`config.mk`:
```
export PLATFORM = sky130hd
export DESIGN_NAME = avalon_burst_copier
export DESIGN_NICKNAME = d
export VERILOG_FILES = /design/src/rtl/avalon_burst_copier_pkg.sv /design/src/rtl/avalon_burst_copier_buf.sv /design/src/rtl/avalon_burst_copier.sv
export SDC_FILE = /design/constraint.sdc
export NUM_CORES = 1
export LEC_CHECK = 0
export CAP_MARGIN = 20
export CORE_UTILIZATION = 51
export CTS_CLUSTER_DIAMETER = 60
export DETAILED_ROUTE_END_ITERATION = 8
export PLACE_DENSITY = 0.84
export SYNTH_ARGS = -nofsm -noshare
export SYNTH_HDL_FRONTEND = slang
export SYNTH_SLANG_ARGS = --single-unit
```
`constraint.sdc`:
```
create_clock -name clk -period 5.75 [get_ports clk]
set_input_delay 1.15 -clock clk [delete_from_list [all_inputs] [get_ports clk]]
set_output_delay 1.15 -clock clk [all_outputs]
set_load 0.01 [all_outputs]
```
`src/rtl/avalon_burst_copier_pkg.sv`:
```
// Shared types and constants for the Avalon-MM burst copier.
package avalon_burst_copier_pkg;

  typedef enum logic [2:0] {
    IDLE,
    RD_REQ,
    RD_DATA,
    WR,
    FIN
  } state_t;

  localparam int unsigned BYTES_PER_WORD = 4;

  function automatic int unsigned max_burst(input int unsigned burstcount_w);
    return 32'd1 << (burstcount_w - 1);
  endfunction

endpackage

```
`src/rtl/avalon_burst_copier_buf.sv`:
```
// Chunk staging buffer: MAX_BURST x DATA_W registers, one write port,
// one combinational read port.
module avalon_burst_copier_buf
  import avalon_burst_copier_pkg::*;
#(
  parameter int unsigned DATA_W = 32,
  parameter int unsigned DEPTH  = 8,
  parameter int unsigned IDX_W  = 3
) (
  input  logic              clk,
  input  logic              i_we,
  input  logic [IDX_W-1:0]  i_widx,
  input  logic [DATA_W-1:0] i_wdata,
  input  logic [IDX_W-1:0]  i_ridx,
  output logic [DATA_W-1:0] o_rdata
);

  logic [DATA_W-1:0] r_mem [DEPTH];

  always_ff @(posedge clk) begin
    if (i_we) begin
      r_mem[i_widx] <= i_wdata;
    end
  end

  assign o_rdata = r_mem[i_ridx];

endmodule

```
`src/rtl/avalon_burst_copier.sv`:
```
// Avalon-MM DMA copier: read burst into a local buffer, then write burst out.
// Optional AVALON_BURST_COPIER_CSUM_EN adds a running sum of written words.
module avalon_burst_copier
  import avalon_burst_copier_pkg::*;
#(
  parameter int unsigned ADDR_W       = 32,
  parameter int unsigned DATA_W       = 32,
  parameter int unsigned BURSTCOUNT_W = 4,
  parameter int unsigned LEN_W        = 16
) (
  input  logic                    clk,
  input  logic                    reset,
  input  logic [ADDR_W-1:0]       cfg_src,
  input  logic [ADDR_W-1:0]       cfg_dst,
  input  logic [LEN_W-1:0]        cfg_len,
  input  logic                    cfg_start,
  output logic                    busy,
  output logic                    done,
  output logic [ADDR_W-1:0]       avm_address,
  output logic [BURSTCOUNT_W-1:0] avm_burstcount,
  output logic                    avm_read,
  output logic                    avm_write,
  output logic [DATA_W-1:0]       avm_writedata,
  output logic [DATA_W/8-1:0]     avm_byteenable,
  input  logic [DATA_W-1:0]       avm_readdata,
  input  logic                    avm_readdatavalid,
  input  logic                    avm_waitrequest
`ifdef AVALON_BURST_COPIER_CSUM_EN
  ,
  output logic [DATA_W-1:0]       csum
`endif
);

  localparam int unsigned MAX_BURST = max_burst(BURSTCOUNT_W);
  localparam int unsigned IDX_W     = BURSTCOUNT_W - 1;
  localparam logic [LEN_W-1:0]        LP_MAX_LEN = LEN_W'(MAX_BURST);
  localparam logic [BURSTCOUNT_W-1:0] LP_MAX_BC  = BURSTCOUNT_W'(MAX_BURST);
  localparam logic [BURSTCOUNT_W-1:0] LP_ONE     = BURSTCOUNT_W'(1);

  state_t r_state, w_state_nxt;

  logic [ADDR_W-1:0]       r_src, r_dst;
  logic [LEN_W-1:0]        r_rem;
  logic [BURSTCOUNT_W-1:0] r_rd_k, r_wr_j;

  logic [BURSTCOUNT_W-1:0] w_burst;
  logic [LEN_W-1:0]        w_rem_nxt;
  logic [ADDR_W-1:0]       w_step;
  logic                    w_start;
  logic                    w_rd_cap, w_rd_last, w_rd_full;
  logic                    w_cmd_acc, w_wr_acc, w_wr_last;
  logic [DATA_W-1:0]       w_buf_rdata;
  logic [3:0]              w_unused_lsbs;

  assign w_unused_lsbs = {cfg_src[1:0], cfg_dst[1:0]};

  assign w_start   = (r_state == IDLE) && cfg_start;
  assign w_burst   = (r_rem >= LP_MAX_LEN) ? LP_MAX_BC : r_rem[BURSTCOUNT_W-1:0];
  assign w_rem_nxt = r_rem - LEN_W'(w_burst);
  assign w_step    = ADDR_W'(w_burst) * ADDR_W'(BYTES_PER_WORD);

  // Beats are captured in RD_REQ too, so one landing with command acceptance is kept.
  assign w_rd_cap  = avm_readdatavalid && ((r_state == RD_REQ) || (r_state == RD_DATA))
                     && (r_rd_k < w_burst);
  assign w_rd_last = w_rd_cap && (r_rd_k == (w_burst - LP_ONE));
  assign w_rd_full = (r_rd_k == w_burst);

  assign w_cmd_acc = (r_state == RD_REQ) && !avm_waitrequest;
  assign w_wr_acc  = (r_state == WR) && !avm_waitrequest;
  assign w_wr_last = w_wr_acc && (r_wr_j == (w_burst - LP_ONE));

  avalon_burst_copier_buf #(
    .DATA_W (DATA_W),
    .DEPTH  (MAX_BURST),
    .IDX_W  (IDX_W)
  ) u_buf (
    .clk     (clk),
    .i_we    (w_rd_cap),
    .i_widx  (r_rd_k[IDX_W-1:0]),
    .i_wdata (avm_readdata),
    .i_ridx  (r_wr_j[IDX_W-1:0]),
    .o_rdata (w_buf_rdata)
  );

  always_ff @(posedge clk) begin
    if (reset) begin
      r_state <= IDLE;
    end else begin
      r_state <= w_state_nxt;
    end
  end

  always_comb begin
    w_state_nxt    = r_state;
    busy           = 1'b0;
    done           = 1'b0;
    avm_read       = 1'b0;
    avm_write      = 1'b0;
    avm_address    = '0;
    avm_burstcount = '0;
    avm_writedata  = '0;
    avm_byteenable = '0;
    unique case (r_state)
      IDLE: begin
        if (cfg_start) begin
          w_state_nxt = (cfg_len != '0) ? RD_REQ : FIN;
        end
      end
      RD_REQ: begin
        busy           = 1'b1;
        avm_read       = 1'b1;
        avm_address    = r_src;
        avm_burstcount = w_burst;
        if (w_cmd_acc) begin
          w_state_nxt = w_rd_last ? WR : RD_DATA;
        end
      end
      RD_DATA: begin
        busy = 1'b1;
        if (w_rd_last || w_rd_full) begin
          w_state_nxt = WR;
        end
      end
      WR: begin
        busy           = 1'b1;
        avm_write      = 1'b1;
        avm_address    = r_dst;
        avm_burstcount = w_burst;
        avm_writedata  = w_buf_rdata;
        avm_byteenable = '1;
        if (w_wr_last) begin
          w_state_nxt = (w_rem_nxt == '0) ? FIN : RD_REQ;
        end
      end
      FIN: begin
        done        = 1'b1;
        w_state_nxt = IDLE;
      end
      default: begin
        w_state_nxt = IDLE;
      end
    endcase
  end

  always_ff @(posedge clk) begin
    if (reset) begin
      r_src  <= '0;
      r_dst  <= '0;
      r_rem  <= '0;
      r_rd_k <= '0;
      r_wr_j <= '0;
    end else begin
      if (w_start) begin
        r_src  <= {cfg_src[ADDR_W-1:2], 2'b00};
        r_dst  <= {cfg_dst[ADDR_W-1:2], 2'b00};
        r_rem  <= cfg_len;
        r_rd_k <= '0;
        r_wr_j <= '0;
      end
      if (w_rd_cap) begin
        r_rd_k <= r_rd_k + LP_ONE;
      end
      if (w_wr_acc) begin
        if (w_wr_last) begin
          r_wr_j <= '0;
          r_rd_k <= '0;
          r_src  <= r_src + w_step;
          r_dst  <= r_dst + w_step;
          r_rem  <= w_rem_nxt;
        end else begin
          r_wr_j <= r_wr_j + LP_ONE;
        end
      end
    end
  end

`ifdef AVALON_BURST_COPIER_CSUM_EN
  logic [DATA_W-1:0] r_csum;

  always_ff @(posedge clk) begin
    if (reset) begin
      r_csum <= '0;
    end else if (w_start) begin
      r_csum <= '0;
    end else if (w_wr_acc) begin
      r_csum <= r_csum + w_buf_rdata;
    end
  end

  assign csum = r_csum;
`endif

endmodule

```
Word level (Yosys, flattened, before mapping)

Memories as Yosys holds them, arrays and structs flattened. A register that Yosys moved wholly into a read port is not among the register bits.
Index checks and enable logic that the tools add are counted.

Flip-flop bits (word level): 91
Memories kept: 1
Memory bits (read-only): 0
Memory bits (writable): 256
Latch bits: 0
Word-level logic and storage cells: 80
Output and inout port bits: 76
Bits of input ports: 117

Memory list:

| name        | depth | bits a word | read ports | clocked after Yosys merged registers in | write ports | line                          | source |
|---|---|---|---|---|---|---|---|
| u_buf.r_mem | 8     | 32          | 1          | 1                                       | 1           | avalon_burst_copier_buf.sv:18 | `logic [DATA_W-1:0] r_mem [DEPTH];` |

$add $sub $neg: 6
Shift operators: 0
Multiply operators: 0
Order comparisons: 2
Divide/modulo/power cells: 0
Bitwise logic cells: 0
Equal/unequal tests: 11
Mux-type cells: 37
Reductions and logical operators: 17

Operators by type and width:

| operator                                              | count |
|---|---|
| two-way mux 32 bit                                    | 7 |
| adder 32 x 6 -> 32 bit                                | 2 |
| case mux 32 bit (2 select lines)                      | 1 |
| two-way mux 16 bit                                    | 3 |
| two-way mux 4 bit                                     | 10 |
| two-way mux 3 bit                                     | 8 |
| >= comparator 16 x 4 -> 1 bit (second input constant) | 1 |
| logical NOT 16 bit                                    | 1 |
| nonzero test 16 bit                                   | 1 |
| subtractor 16 x 4 -> 16 bit                           | 1 |
| equality test 4 bit                                   | 3 |
| case mux 3 bit (4 select lines)                       | 1 |
| adder 4 x 1 -> 4 bit (second input constant)          | 2 |
| logical AND 1 bit                                     | 7 |
| two-way mux 1 bit                                     | 7 |
| equality test 3 x 2 -> 1 bit (second input constant)  | 2 |
| != test 2 bit (second input constant)                 | 3 |
| < comparator 4 bit                                    | 1 |
| AND reduction 4 bit                                   | 1 |
| subtractor 4 x 1 -> 4 bit (second input constant)     | 1 |
| equality test 3 x 1 -> 1 bit (second input constant)  | 1 |
| equality test 3 bit (second input constant)           | 1 |
| logical NOT 3 bit                                     | 1 |
| OR reduction 3 bit                                    | 1 |
| 5 further kinds                                       | 6 |

Logic depth before layout (Yosys ltp)

Depth after elaboration: 9
Depth in mapped cells: 16
Mapped depth without buffers: 15

By module

Synthesis repeated with hierarchy kept, for this count alone.

Cell total of the unflattened synthesis: 1281
Area, all modules: 16326.9 um2

By module, submodules not included:

| module                  | times used | seq. area each (um2) | cells an instance | area an instance (um2) |
|---|---|---|---|---|
| avalon_burst_copier_buf | 1          | 7687.4               | 383               | 9825.7 |
| avalon_burst_copier     | 1          | 1821.7               | 898               | 6501.2 |

Worst setup path before layout

No wires, ideal clock.

Path kind: reg2reg
Start: register r_rem[8]
End: memory u_buf.r_mem[2][0], enable pin
Buffers on the path: 1
Setup time: 0.468 ns
Cell stages (with the launch flop): 12
Arrival time: 4.968 ns
Clock period less this slack: 5.436 ns
Required time: 5.282 ns
Slack: 0.314 ns
Cell sequence: dfxtp_1 buf_2 nor4_1 nand4_1 inv_1 nand2_1 ha_1 nand2b_1 a21oi_1 nor2_1 nand2_1 nor3b_1

Longest elaborated chain between the ends: 6

Ends and longest elaborated chain:

| what                                    | line                          | source |
|---|---|---|
| start: declaration                      | avalon_burst_copier.sv:43     | `logic [LEN_W-1:0] r_rem;` |
| start signal: assignment                | avalon_burst_copier.sv:156    | `r_rem <= cfg_len;` |
| start signal: assignment                | avalon_burst_copier.sv:169    | `r_rem <= w_rem_nxt;` |
| >= comparator 16 x 4 -> 1 bit           | avalon_burst_copier.sv:58     | `assign w_burst = (r_rem >= LP_MAX_LEN) ? LP_MAX_BC : r_rem[BURSTCOUNT_W-1:0];` |
| two-way mux 4 bit                       | avalon_burst_copier.sv:58     |  |
| < comparator 4 bit                      | avalon_burst_copier.sv:64     | `&& (r_rd_k < w_burst);` |
| logical AND 1 bit                       | avalon_burst_copier.sv:64     |  |
| two-way mux 1 bit                       | avalon_burst_copier_buf.sv:21 | `if (i_we) begin` |
| two-way mux 1 bit (implied by the code) | avalon_burst_copier_buf.sv:22 | `r_mem[i_widx] <= i_wdata;` |
| end: declaration                        | avalon_burst_copier_buf.sv:18 |  |

No other way between the ends.

Worst setup path after layout

Start: register r_state[0]
End: output port avm_writedata[29]

Longest elaborated chain between the ends: 2

Ends and longest elaborated chain:

| what                         | line                       | source |
|---|---|---|
| start: declaration           | avalon_burst_copier.sv:40  | `state_t r_state, w_state_nxt;` |
| start signal: assignment     | avalon_burst_copier.sv:89  | `r_state <= w_state_nxt;` |
| equality test 3 x 2 -> 1 bit | avalon_burst_copier.sv:103 | `unique case (r_state)` |
| two-way mux 32 bit           | avalon_burst_copier.sv:103 |  |
| end: declaration             | avalon_burst_copier.sv:23  | `output logic [DATA_W-1:0] avm_writedata,` |

No other way between the ends.

==> flow_metrics.tcl <==
set metrics [dict create \
    status "finished clean" \
    min_period_ns 4.463 \
    synth-edff-count 256 \
    area_growth_pct 21.15 \
    min_from "r_dst[0]" \
    cp-start-kind "flip-flop" \
    synth_seq_cells 350 \
    fmax_ghz 0.2241 \
    ant_nets 0 \
    layout-drive-gt1-share 0.1250 \
    clock_skew_ns 0.03274 \
    seqCellArea_um2 9577 \
    gp_congestion 0.9170 \
    grt-ovfl-total 0 \
    finalMaxSlewViolations 0 \
    cts_tree "done" \
    grtUsageTotal 0.2537 \
    multiInputGateArea_um2 6374 \
    drt_iter0_markers 1103 \
    routed.top_layer "met4" \
    hp-class "reg -> reg" \
    clkSinkCount 350 \
    insertion_delay_ns 0.55 \
    place_inst 1840 \
    cp.arrival_ns 3.31 \
    setup_violations 0 \
    routed_wl_um 41970 \
    finalSetupTns_ns 0 \
    critPathMaxStageDelay_ns 0.81 \
    fin_crit_sh 0.7761 \
    rsz0062_at_grt "no" \
    wl_met3_um 3253 \
    core-area_um2 31640 \
    yosys_warnings 0 \
    ys_async_sr_fraction 0 \
    antenna_found_initial 4 \
    nFillCells 2280 \
    via_count 11944 \
    wl_met2_um 20900 \
    io_pins 193 \
    r2r-start "r_rem[6]" \
    r2r.worst_path.cells 17 \
    grt_pass1_wl_um 64910 \
    cp_slowest_cell "nand3b_1" \
    ys.flop_type "edfxtp_1" \
    cts_made_buffers 37 \
    cts_root_buffer "clkbuf_16" \
    post-cts-setup-buffers 0 \
    finalWorstSetupSlack_ns 1.287 \
    first_pass_iters 5 \
    path_class "reg -> out" \
    synthCells 1316 \
    first_global_vias 11830 \
    path_cells "nand3b_1 -> buf_4 -> nor2_1 -> clkdlybuf4s50_1" \
    wl_per_cell_um 21.97 \
    r2r-end "r_src[28]" \
    die-area_um2 32900 \
    hold_viol 0 \
    wl_met1_um 16680 \
    rows 65 \
    maxSlewHeadroom 0.2942 \
    grt_max_degree 81 \
    fin_cells 1910 \
    pre_cts_ws_ns 1.682 \
    fin_area_um2 19880 \
    dieHeight_um 181.4 \
    syn-cell-area_um2 16410 \
    worstPathMaxFanout 20 \
    cts_max_level 2 \
    avgSynthCellArea_um2 12.47 \
    drv_cap 0 \
    io_buffers 188 \
    cp-end-kind "output port" \
    holdBufCountCts 0 \
    post_cts_resized 0 \
    p_leak_nw 6.332 \
    dpl.hpwl_um 25850 \
    placed_area_um2 18650 \
    rrSetupSlack_ns 1.61 \
    cp.required_ns 4.60 \
    min_to "r_dst[0]" \
    crit_family "buffers and inverters" \
    die_w_um 181.4 \
    yosysSeqAreaShare 0.5832 \
    holdPathStages 1 \
    route.detailed.drc 0 \
    worst-path-buf-inv 2 \
    worst_pin_slew_ns 1.056 \
    layout.nets 1612 \
    power.density_nw_per_um2 336.0 \
    synth_cell_type_count 76 \
    postLayoutCoreUtil 0.6284 \
    peakVddDrop_mv 0.2520 \
    path_clk_slew_ns 0.06 \
    via_per_inst 6.253 \
    final_cell_mix "edfxtp_1, clkdlybuf4s50_1, nand2_1, nor2_1, dfxtp_1" \
    cts_buffer_depth 3 \
    start_util 0.5186 \
    synthesis.nets 1451 \
    layout_commonest_cell "edfxtp_1" \
]
## cell type report
class | instances | share of cell area
diodes | 4 | 0.0005035
repair buffers | 217 | 0.1054
clock buffers | 43 | 0.04872
well taps | 402 | 0.02530
clock inverters | 23 | 0.01246
multi-input cells | 843 | 0.3206
flip-flops and latches | 350 | 0.4817
inverters | 28 | 0.005287
## where the power goes
part | total (W) | leakage (nW) | switching (W) | internal, W
clock | 0.00234 | 0.589 | 0.00102 | 0.00133
combinational | 0.00128 | 2.66 | 0.000727 | 0.000556
sequential | 0.00305 | 3.08 | 0.000176 | 0.00288
total | 0.00668 | 6.33 | 0.00192 | 0.00476
## synthesized netlist by cell type, drive strengths merged (5+ instances only)
| cell | number | share of area |
|---|---|---|
| a211oi | 9 | 0.0041 |
| a21oi | 31 | 0.0095 |
| a2bb2oi | 8 | 0.0043 |
| a311oi | 15 | 0.0080 |
| a31oi | 37 | 0.014 |
| and2 | 15 | 0.0057 |
| and3 | 16 | 0.0061 |
| and4 | 6 | 0.0032 |
| buf | 35 | 0.012 |
| clkbuf | 60 | 0.014 |
| dfxtp | 94 | 0.11 |
| edfxtp | 256 | 0.47 |
| ha | 16 | 0.012 |
| inv | 28 | 0.0064 |
| mux2 | 5 | 0.0034 |
| mux2i | 70 | 0.043 |
| mux4 | 64 | 0.088 |
| nand2 | 137 | 0.031 |
| nand2b | 6 | 0.0023 |
| nand3 | 47 | 0.015 |
| nand4 | 21 | 0.0080 |
| nor2 | 121 | 0.028 |
| nor2b | 5 | 0.0019 |
| nor3 | 22 | 0.0070 |
| nor3b | 5 | 0.0023 |
| nor4 | 25 | 0.010 |
| o211ai | 6 | 0.0031 |
| o21a | 6 | 0.0027 |
| o21ai | 28 | 0.0085 |
| o311ai | 10 | 0.0053 |
| or3 | 13 | 0.0050 |
| or4 | 14 | 0.0071 |
| xnor2 | 10 | 0.0053 |
| xor2 | 5 | 0.0027 |
## metal layers
metal	vias to the layer above	global-route usage
met1	5858	0.3280
li1	5423	-
met2	576	0.4286
met3	87	0.04473
met5	-	0
met4	0	0.09458
## logic make-up (layout without fill, tap and decap cells)
logic type	after synthesis	after routing	synth area share
other cells	1	5	0.0002285
xor+xnor	15	15	0.008006
flops	350	350	0.5832
compound gates	205	205	0.08914
mux	139	139	0.1340
simple gates	465	465	0.1389
fa+ha+maj	18	18	0.01464
buf+inv	123	311	0.03187
## registers in the layout, summed over array words and instances (netlist names), named ones only
signal	cells
r_src	32
r_state	3
r_wr_j	4
r_rd_k	4
r_rem	16
r_dst	32
u_buf.r_mem	256
## stage by stage
step	hold slack (ns)	total power (W)
2_1_floorplan	0.4291	0.003890
6_report	0.4593	0.006680
5_1_grt	0.4740	0.006939
4_1_cts	0.4629	0.006685
3_3_place_gp	0.4408	0.004310
3_5_place_dp	0.4444	0.004355
## worst register-to-register path, stage by stage (launching register included)
cell and delay, ns:
dfxtp_1 0.36, nor4_1 0.30, buf_4 0.21, nand4_1 0.29
inv_1 0.29, nand2_1 0.15, inv_1 0.15, ha_1 0.19
inv_1 0.06, fa_1 0.41, nor2b_1 0.12, o21ai_0 0.18
a21boi_0 0.24, buf_4 0.16, and2_1 0.14, nand4_1 0.18
or4_1 0.45, a31oi_1 0.17
## worst max path at each step
stage | from | cells past startpoint | endpoint | slack [ns]
finish | r_state[0] | 4 | avm_writedata[29] | 1.29
global route | flip-flop | 5 | avm_writedata[11] | 1.13
CTS | flip-flop | 5 | avm_writedata[11] | 1.26
detailed placement | r_rem[6] | 17 | r_src[30] | 1.68
global placement | r_rem[6] | 17 | r_src[28] | 1.73
floorplan | r_rem[8] | 11 | u_buf.r_mem[2][0] | 0.31
No activity file was read; power rests on OpenSTA's default activity.
